File: config.mk
export PLATFORM = sky130hd
export DESIGN_NAME = vehicle_call_conditioner
export DESIGN_NICKNAME = d
export VERILOG_FILES = /design/src/rtl/vehicle_call_conditioner.sv
export SDC_FILE = /design/constraint.sdc
export NUM_CORES = 1
export LEC_CHECK = 0
export ABC_AREA = 1
export CAP_MARGIN = 0
export CORE_ASPECT_RATIO = 1.25
export CORE_MARGIN = 2
export CORE_UTILIZATION = 52
export CTS_BUF_LIST = sky130_fd_sc_hd__clkbuf_4 sky130_fd_sc_hd__clkbuf_8
export CTS_CLUSTER_DIAMETER = 50
export DETAILED_ROUTE_END_ITERATION = 7
export PLACE_DENSITY = 0.78
export SLEW_MARGIN = 25
export SYNTH_ARGS = -nofsm -noshare
export SYNTH_HDL_FRONTEND = slang
export SYNTH_SLANG_ARGS = --single-unit
export TNS_END_PERCENT = 50
File: constraint.sdc
create_clock -name Clock -period 1.1 [get_ports Clock]
set_input_delay 0.22 -clock Clock [delete_from_list [all_inputs] [get_ports Clock]]
set_output_delay 0.22 -clock Clock [all_outputs]
set_load 0.01 [all_outputs]
File: src/rtl/vehicle_call_conditioner.sv
// vehicle_call_conditioner
// Conditions the three raw loop-detector inputs (ch1 NB 4th Ave, ch2 EB Harrison,
// ch3 WB Harrison) into latched call requests S1..S3 for the TrafficLights FSM.
// Each channel: 2-flop synchroniser -> debounce counter -> call FSM that holds
// the call until the controller reports green on that approach (L == 01).
//
// Build option: define STUCK_DETECT_EN to add a per-channel stuck-detector
// counter. A detector that stays debounced-high for STUCK_CYCLES sets a sticky
// Fault bit and forces that channel's call high (fail-safe recall). Without the
// macro no stuck counters exist and Fault is tied to zero.
//
// dbg_state exposes the three call FSM states, two bits per channel
// (bits [1:0] = ch1): 00 IDLE, 01 CALL, 10 SERVED.
module vehicle_call_conditioner #(
    parameter int DEBOUNCE_CYCLES = 4,
    parameter int STUCK_CYCLES    = 1024
) (
    input  logic       Clock,
    input  logic       Reset,
    input  logic       Raw1,
    input  logic       Raw2,
    input  logic       Raw3,
    input  logic [1:0] L1,
    input  logic [1:0] L2,
    input  logic [1:0] L3,
    output logic       S1,
    output logic       S2,
    output logic       S3,
    output logic [2:0] Fault,
    output logic [5:0] dbg_state
);

    localparam logic [1:0] ST_IDLE   = 2'd0;
    localparam logic [1:0] ST_CALL   = 2'd1;
    localparam logic [1:0] ST_SERVED = 2'd2;

    localparam logic [1:0] LIGHT_GREEN = 2'b01;

    // Terminal count of the debounce counter: a change is accepted on the
    // cycle where the counter already holds DEBOUNCE_CYCLES-1.
    localparam logic [7:0] DEB_LAST = 8'(DEBOUNCE_CYCLES - 1);

    // Reject parameter values the counters cannot represent.
    if (DEBOUNCE_CYCLES < 2 || DEBOUNCE_CYCLES > 255 || STUCK_CYCLES < 1) begin : g_bad_param
        $error("vehicle_call_conditioner: DEBOUNCE_CYCLES must be 2..255 and STUCK_CYCLES >= 1");
    end

    logic [2:0] raw_vec;
    logic [1:0] light_vec [3];
    logic [2:0] s_vec;
    logic [2:0] fault_vec;

    assign raw_vec      = {Raw3, Raw2, Raw1};
    assign light_vec[0] = L1;
    assign light_vec[1] = L2;
    assign light_vec[2] = L3;

    for (genvar ch = 0; ch < 3; ch++) begin : g_chan
        logic       sync_a;
        logic       sync_b;
        logic       deb;
        logic [7:0] cnt;
        logic [1:0] state;
        logic [1:0] state_next;
        logic       green;
        logic       call_next;
        logic       s_q;
        logic       fault_q;
        logic       fault_next;

        // Any code other than 01 (red, yellow, reserved) is treated as not green.
        assign green = (light_vec[ch] == LIGHT_GREEN);

        // Two-flop synchroniser for the asynchronous detector input.
        always_ff @(posedge Clock) begin
            if (Reset) begin
                sync_a <= 1'b0;
                sync_b <= 1'b0;
            end else begin
                sync_a <= raw_vec[ch];
                sync_b <= sync_a;
            end
        end

        // Debounce: accept a level change only after it has been stable for
        // DEBOUNCE_CYCLES consecutive synchronised cycles.
        always_ff @(posedge Clock) begin
            if (Reset) begin
                cnt <= 8'd0;
                deb <= 1'b0;
            end else if (sync_b == deb) begin
                cnt <= 8'd0;
            end else if (cnt == DEB_LAST) begin
                deb <= ~deb;
                cnt <= 8'd0;
            end else begin
                cnt <= cnt + 8'd1;
            end
        end

        // Call FSM next-state: latch a call until served, treat deb as an
        // extension request while green, and re-call if still occupied on red.
        always_comb begin
            state_next = state;
            case (state)
                ST_IDLE: begin
                    if (deb) begin
                        state_next = green ? ST_SERVED : ST_CALL;
                    end
                end
                ST_CALL: begin
                    if (green) begin
                        state_next = ST_SERVED;
                    end
                end
                ST_SERVED: begin
                    if (!green) begin
                        state_next = deb ? ST_CALL : ST_IDLE;
                    end
                end
                default: state_next = ST_IDLE;
            endcase
        end

        // The call is asserted in CALL, and in SERVED only while the detector
        // is still occupied.
        assign call_next = (state_next == ST_CALL) ||
                           ((state_next == ST_SERVED) && deb);

`ifdef STUCK_DETECT_EN
        localparam int SW = $clog2(STUCK_CYCLES + 1);
        localparam logic [SW-1:0] STUCK_MAX  = SW'(STUCK_CYCLES);
        localparam logic [SW-1:0] STUCK_LAST = SW'(STUCK_CYCLES - 1);

        logic [SW-1:0] stuck_cnt;

        // Fault sets on the edge the stuck counter reaches STUCK_CYCLES and
        // stays set until reset.
        assign fault_next = fault_q || (deb && (stuck_cnt == STUCK_LAST));

        // Stuck counter: counts consecutive debounced-high cycles, saturating
        // at STUCK_CYCLES; fault flag is sticky.
        always_ff @(posedge Clock) begin
            if (Reset) begin
                stuck_cnt <= '0;
                fault_q   <= 1'b0;
            end else begin
                fault_q <= fault_next;
                if (!deb) begin
                    stuck_cnt <= '0;
                end else if (stuck_cnt != STUCK_MAX) begin
                    stuck_cnt <= stuck_cnt + 1'b1;
                end
            end
        end
`else
        assign fault_q    = 1'b0;
        assign fault_next = 1'b0;
`endif

        // State register and registered call output; a stuck fault forces a
        // recall while the FSM keeps tracking the approach normally.
        always_ff @(posedge Clock) begin
            if (Reset) begin
                state <= ST_IDLE;
                s_q   <= 1'b0;
            end else begin
                state <= state_next;
                s_q   <= call_next || fault_next;
            end
        end

        assign s_vec[ch]            = s_q;
        assign fault_vec[ch]        = fault_q;
        assign dbg_state[2*ch +: 2] = state;
    end

    assign S1    = s_vec[0];
    assign S2    = s_vec[1];
    assign S3    = s_vec[2];
    assign Fault = fault_vec;

endmodule

### Word level (Yosys, flattened, before mapping)

Cells that the tools add are included.

| word-level totals | value |
|---|---|
| register bits | 42 |
| output and inout port bits | 12 |

| operators by class | value |
|---|---|
| mux-type cells | 18 |
| reduce and logical (&&, ||, !) cells | 15 |
| bitwise logic cells | 6 |
| add/sub/neg operators | 3 |
| equal/unequal tests | 21 |

Operator list:

| operator | count |
|---|---|
| adder 8 x 1 -> 8 bit, second input constant | 3 |
| == test 8 x 2 -> 1 bit, second input constant | 3 |
| two-way mux 2 bit | 12 |
| == test 2 x 1 -> 1 bit, second input constant | 9 |
| case mux 2 bit (3 select lines) | 3 |
| == test 2 bit, second input constant | 6 |
| OR reduction 3 bit | 3 |
| zero test 2 bit | 3 |
| inverter 1 bit | 6 |
| AND reduction 2 bit | 3 |
| == test 1 bit | 3 |
| logical AND 1 bit | 3 |
| logical OR 1 bit | 3 |
| two-way mux 1 bit | 3 |

### Logic depth before layout (Yosys ltp)

| depth | value |
|---|---|
| depth in word-level cells | 7 |
| mapped depth | 7 |
| gate-level depth less buffers | 7 |

### Worst setup path after synthesis

No wires, ideal clock.

| path | value |
|---|---|
| path kind | register -> register |
| start point | register g_chan[2].cnt[0] |
| end point | register g_chan[2].cnt[6] |
| library setup time | 0.120 ns |
| required time | 0.980 ns |
| data arrival time | 1.008 ns |
| buffers on the path | 0 |
| stages on the path, launching flop included | 7 |
| period minus slack after synthesis | 1.128 ns |
| setup slack | -0.028 ns |
| path through | dfxtp_1 ha_1 nand2_1 nor2_1 nand2_1 nand2_4 a21oi_2 |

| on the way | value |
|---|---|
| longest elaborated chain between the ends | 2 |

Ends and longest elaborated chain:

| item | RTL line | source |
|---|---|---|
| from (decl) | 62 | `logic [7:0] cnt;` |
| from (signal assigned) | 97 | `cnt <= cnt + 8'd1;` |
| branches (longest 2 deep; another with adder 8 x 1 -> 8 bit) | n/a |  |

Parallel ways; which one is timed is not known.
A chain may end at the register's enable or synchronous reset.

### Final worst setup path

| path | value |
|---|---|
| start point | register g_chan[2].cnt[0] |
| end point | register g_chan[2].cnt[2] |

The elaborated chain is that of the path after synthesis.

==> results.toml <==
[run_status]
status = "complete, but fails checks"
violations = "design-rule violations"

[synth]
synth_seq_cells = 42
seq_area_frac_synth_pct = 43.4
synth_warnings = 0
synth_top_area_share_pct = 43.4
ys_types = 25
synth.avg_cell_area_um2 = 6.97
synthTopCellsByArea = "dfxtp_1, nand2_1, nor2_1, inv_1, nand3_1"
synth_cells = 278
post-synth-top-area-cell = "dfxtp_1"
synth_area_um2 = 1940

[clock_network]
cts_root_buffer = "clkbuf_8"
cts_buffers = 5
ctsLongestPathBuffers = 2
tritoncts = "built"
cts.clk_slew.worst_paths_ns = 0.07
clk_latency_ns = 0.28
clock-sinks = 42
ctsHoldBuffers = 0
htreeDepth = 2

[cells_and_area]
fin_cells = 361
layout_commonest_cell = "nand2_1"
drive_gt1_share_pct = 25.5
antennaDiodeCount = 0
postLayoutCoreUtil_pct = 70.3
area_growth_pct = 28.6
fin_nets = 336
layout_common_cells = "nand2_1, nor2_1, inv_1"

[floorplanning]
dieHeight_um = 72.2
die_w_um = 58.6
dieArea_um2 = 4230
start_util_pct = 54.7
num_io_pins = 23
core_area_um2 = 3540
rows = 24

[grt]
grtUsageTotal_pct = 17.3
antenna_found_initial = 0
grt_pass1_vias = 1501
overflow = 0
grt_pass1_wl_um = 5790
grt_max_degree = 12

[timing]
fin_crit_ns = 1.10
finalSetupViolCount = 0
fin_ws_ns = 0.00380
finalCritPeriodShare_pct = 99.7
fin_skew_ns = 0.00226
hold_viol_final = 0
final_max_slew_viol_count = 0
rsz0062_at_grt = "yes"
fin_hold_ws_ns = 0.386
max_freq_mhz = 912

[placed_design]
place.gp.congestion = 0.783
io_buffers = 19
dp_hpwl_um = 2620
pre_cts_slack_ns = -0.276
place_inst = 353

[worst_setup_path]
worstPathMaxFanout = 3
worstPathRequired_ns = 1.32
r2r_slack_ns = 0.004
cp-start-kind = "register"
r2r-end = "g_chan[2].cnt[2]"
worst_path_largest_cell_delay_ns = 0.34
arrival_ns = 1.32
cp-end-kind = "register"
slowest_stage = "dfxtp_2"
r2r_start = "g_chan[2].cnt[0]"
path_cells = "ha_4 > buf_4 > or2_2 > a21oi_2"
ff2ff_path_depth = 4
critPathKind = "reg2reg"

[routing]
avgViaCountPerCell = 4.78
num_vias = 1725
wl_per_cell_um = 9.75
ant_nets = 0
drt-total-wl_um = 3520
drcViolationCount = 3
drtIter0Drc = 52
firstDrtPassIters = 6

[power_and_ir_drop]
seqPwrFrac_pct = 59.0
p_clk_share_pct = 36.4
power_leakage_nw = 1.07
switching_share_pct = 20.3
vdd_drop_max_uv = 888
internal_power_w = 0.00208
p_per_area_nw_per_um2 = 1050
comb_power_share_pct = 4.6
power.net_switching_w = 0.000530

[hold_path]
hold_path_depth = 3
min_from = "Reset"
hold_path.class = "in2reg"
worstHoldEndpoint = "g_chan[1].sync_a"

[job]
cap_violations = 0
## cell usage after synthesis
master   count
nand4_1      3
inv_2        2
conb_1       1
a21oi_2      5
inv_6        1
ha_1         3
nor2_1      54
buf_4        3
nand3_4      1
buf_6        1
dfxtp_1     42
o21ai_2      1
buf_12       1
nand2_1     65
xnor2_1      1
o22ai_1      1
inv_1       47
nand2_2      1
a21oi_1      7
nor2_2       4
xor2_1       3
nand2_4      1
nand3_1     22
or2_2        3
o21ai_0      5
## final cells by class
class	count	area (um^2)
Fill cell	291	1050
Sequential cell	42	850
Inverter	50	193
Timing Repair Buffer	40	330
Multi-Input combinational cell	183	985
Tap cell	39	48.8
Clock buffer	7	83.8
## per-stage QoR
| stage | area, um^2 | setup TNS [ns] | power (W) |
|---|---|---|---|
| 4_1_cts | 2400 | 0 | 0.00264 |
| 5_1_grt | 2490 | -0.543 | 0.00271 |
| 6_report | 2490 | 0 | 0.00261 |
| 2_1_floorplan | 1950 | -0.0298 | 0.00165 |
| 3_3_place_gp | 2290 | -5.92 | 0.00169 |
| 3_5_place_dp | 2290 | -6.44 | 0.00169 |
## power by group through the flow
stage               Combinational [W]  Clock [W]  Sequential, W
floorplan                   0.0000759          0        0.00157
global placement             0.000113          0        0.00157
detailed placement           0.000116          0        0.00157
CTS                          0.000119   0.000983        0.00154
global route                 0.000135    0.00104        0.00154
finish                       0.000119   0.000951        0.00154
## layer usage
| layer | up-vias | wire (um) | track usage, % |
|---|---|---|---|
| met4 | 0 | 40 | 5.30 |
| met3 | 5 | 133 | 4.28 |
| met1 | 767 | 1560 | 20.3 |
| met2 | 32 | 1790 | 30.6 |
| met5 | - | 0 | 0 |
| li1 | 921 | - | - |
## worst max-delay path by stage
stage	startpoint	to	slack, ns
5_1_grt	g_chan[0].cnt[5]	g_chan[0].cnt[0]	-0.06
4_1_cts	Reset	g_chan[1].cnt[2]	0.0002
2_1_floorplan	g_chan[0].cnt[0]	g_chan[0].cnt[6]	-0.01
6_report	g_chan[2].cnt[0]	g_chan[2].cnt[2]	0.004
3_3_place_gp	Reset	g_chan[1].cnt[4]	-0.25
3_5_place_dp	Reset	g_chan[1].cnt[2]	-0.28
## worst max-delay path, delay by kind of cell, from the launching register on
| kind | cells | cell delay [ns] |
|---|---|---|
| buffers and inverters | 1 | 0.13 |
| AOI/OAI and AO/OA | 1 | 0.11 |
| adders and majority gates | 1 | 0.17 |
| and+or+nand+nor | 1 | 0.29 |
| DFF | 1 | 0.34 |
## logic make-up (layout without fill, tap and decap cells)
group	count (synthesis)	count (layout)	synth area share, %
fa+ha+maj	3	3	1.94
flops	42	42	43.4
simple gates	154	154	33.8
buf+inv	55	97	12.7
other cells	1	3	0.194
xor+xnor	4	4	1.81
compound gates	19	19	6.14
## state kept, by name, indices dropped and copies added, names as in the netlist
name / cells
g_chan.cnt: 24
S2: 1
g_chan.deb: 3
g_chan.state: 6
S1: 1
S3: 1
g_chan.sync_b: 3
g_chan.sync_a: 3
## repair_timing
action | in CTS | in global routing
setup endpoints to repair | 31 | 33
setup buffers | 0 | 1
gates resized for setup | 23 | 38
pin swaps | 6 | 16
No activity file was read; power rests on OpenSTA's default activity.
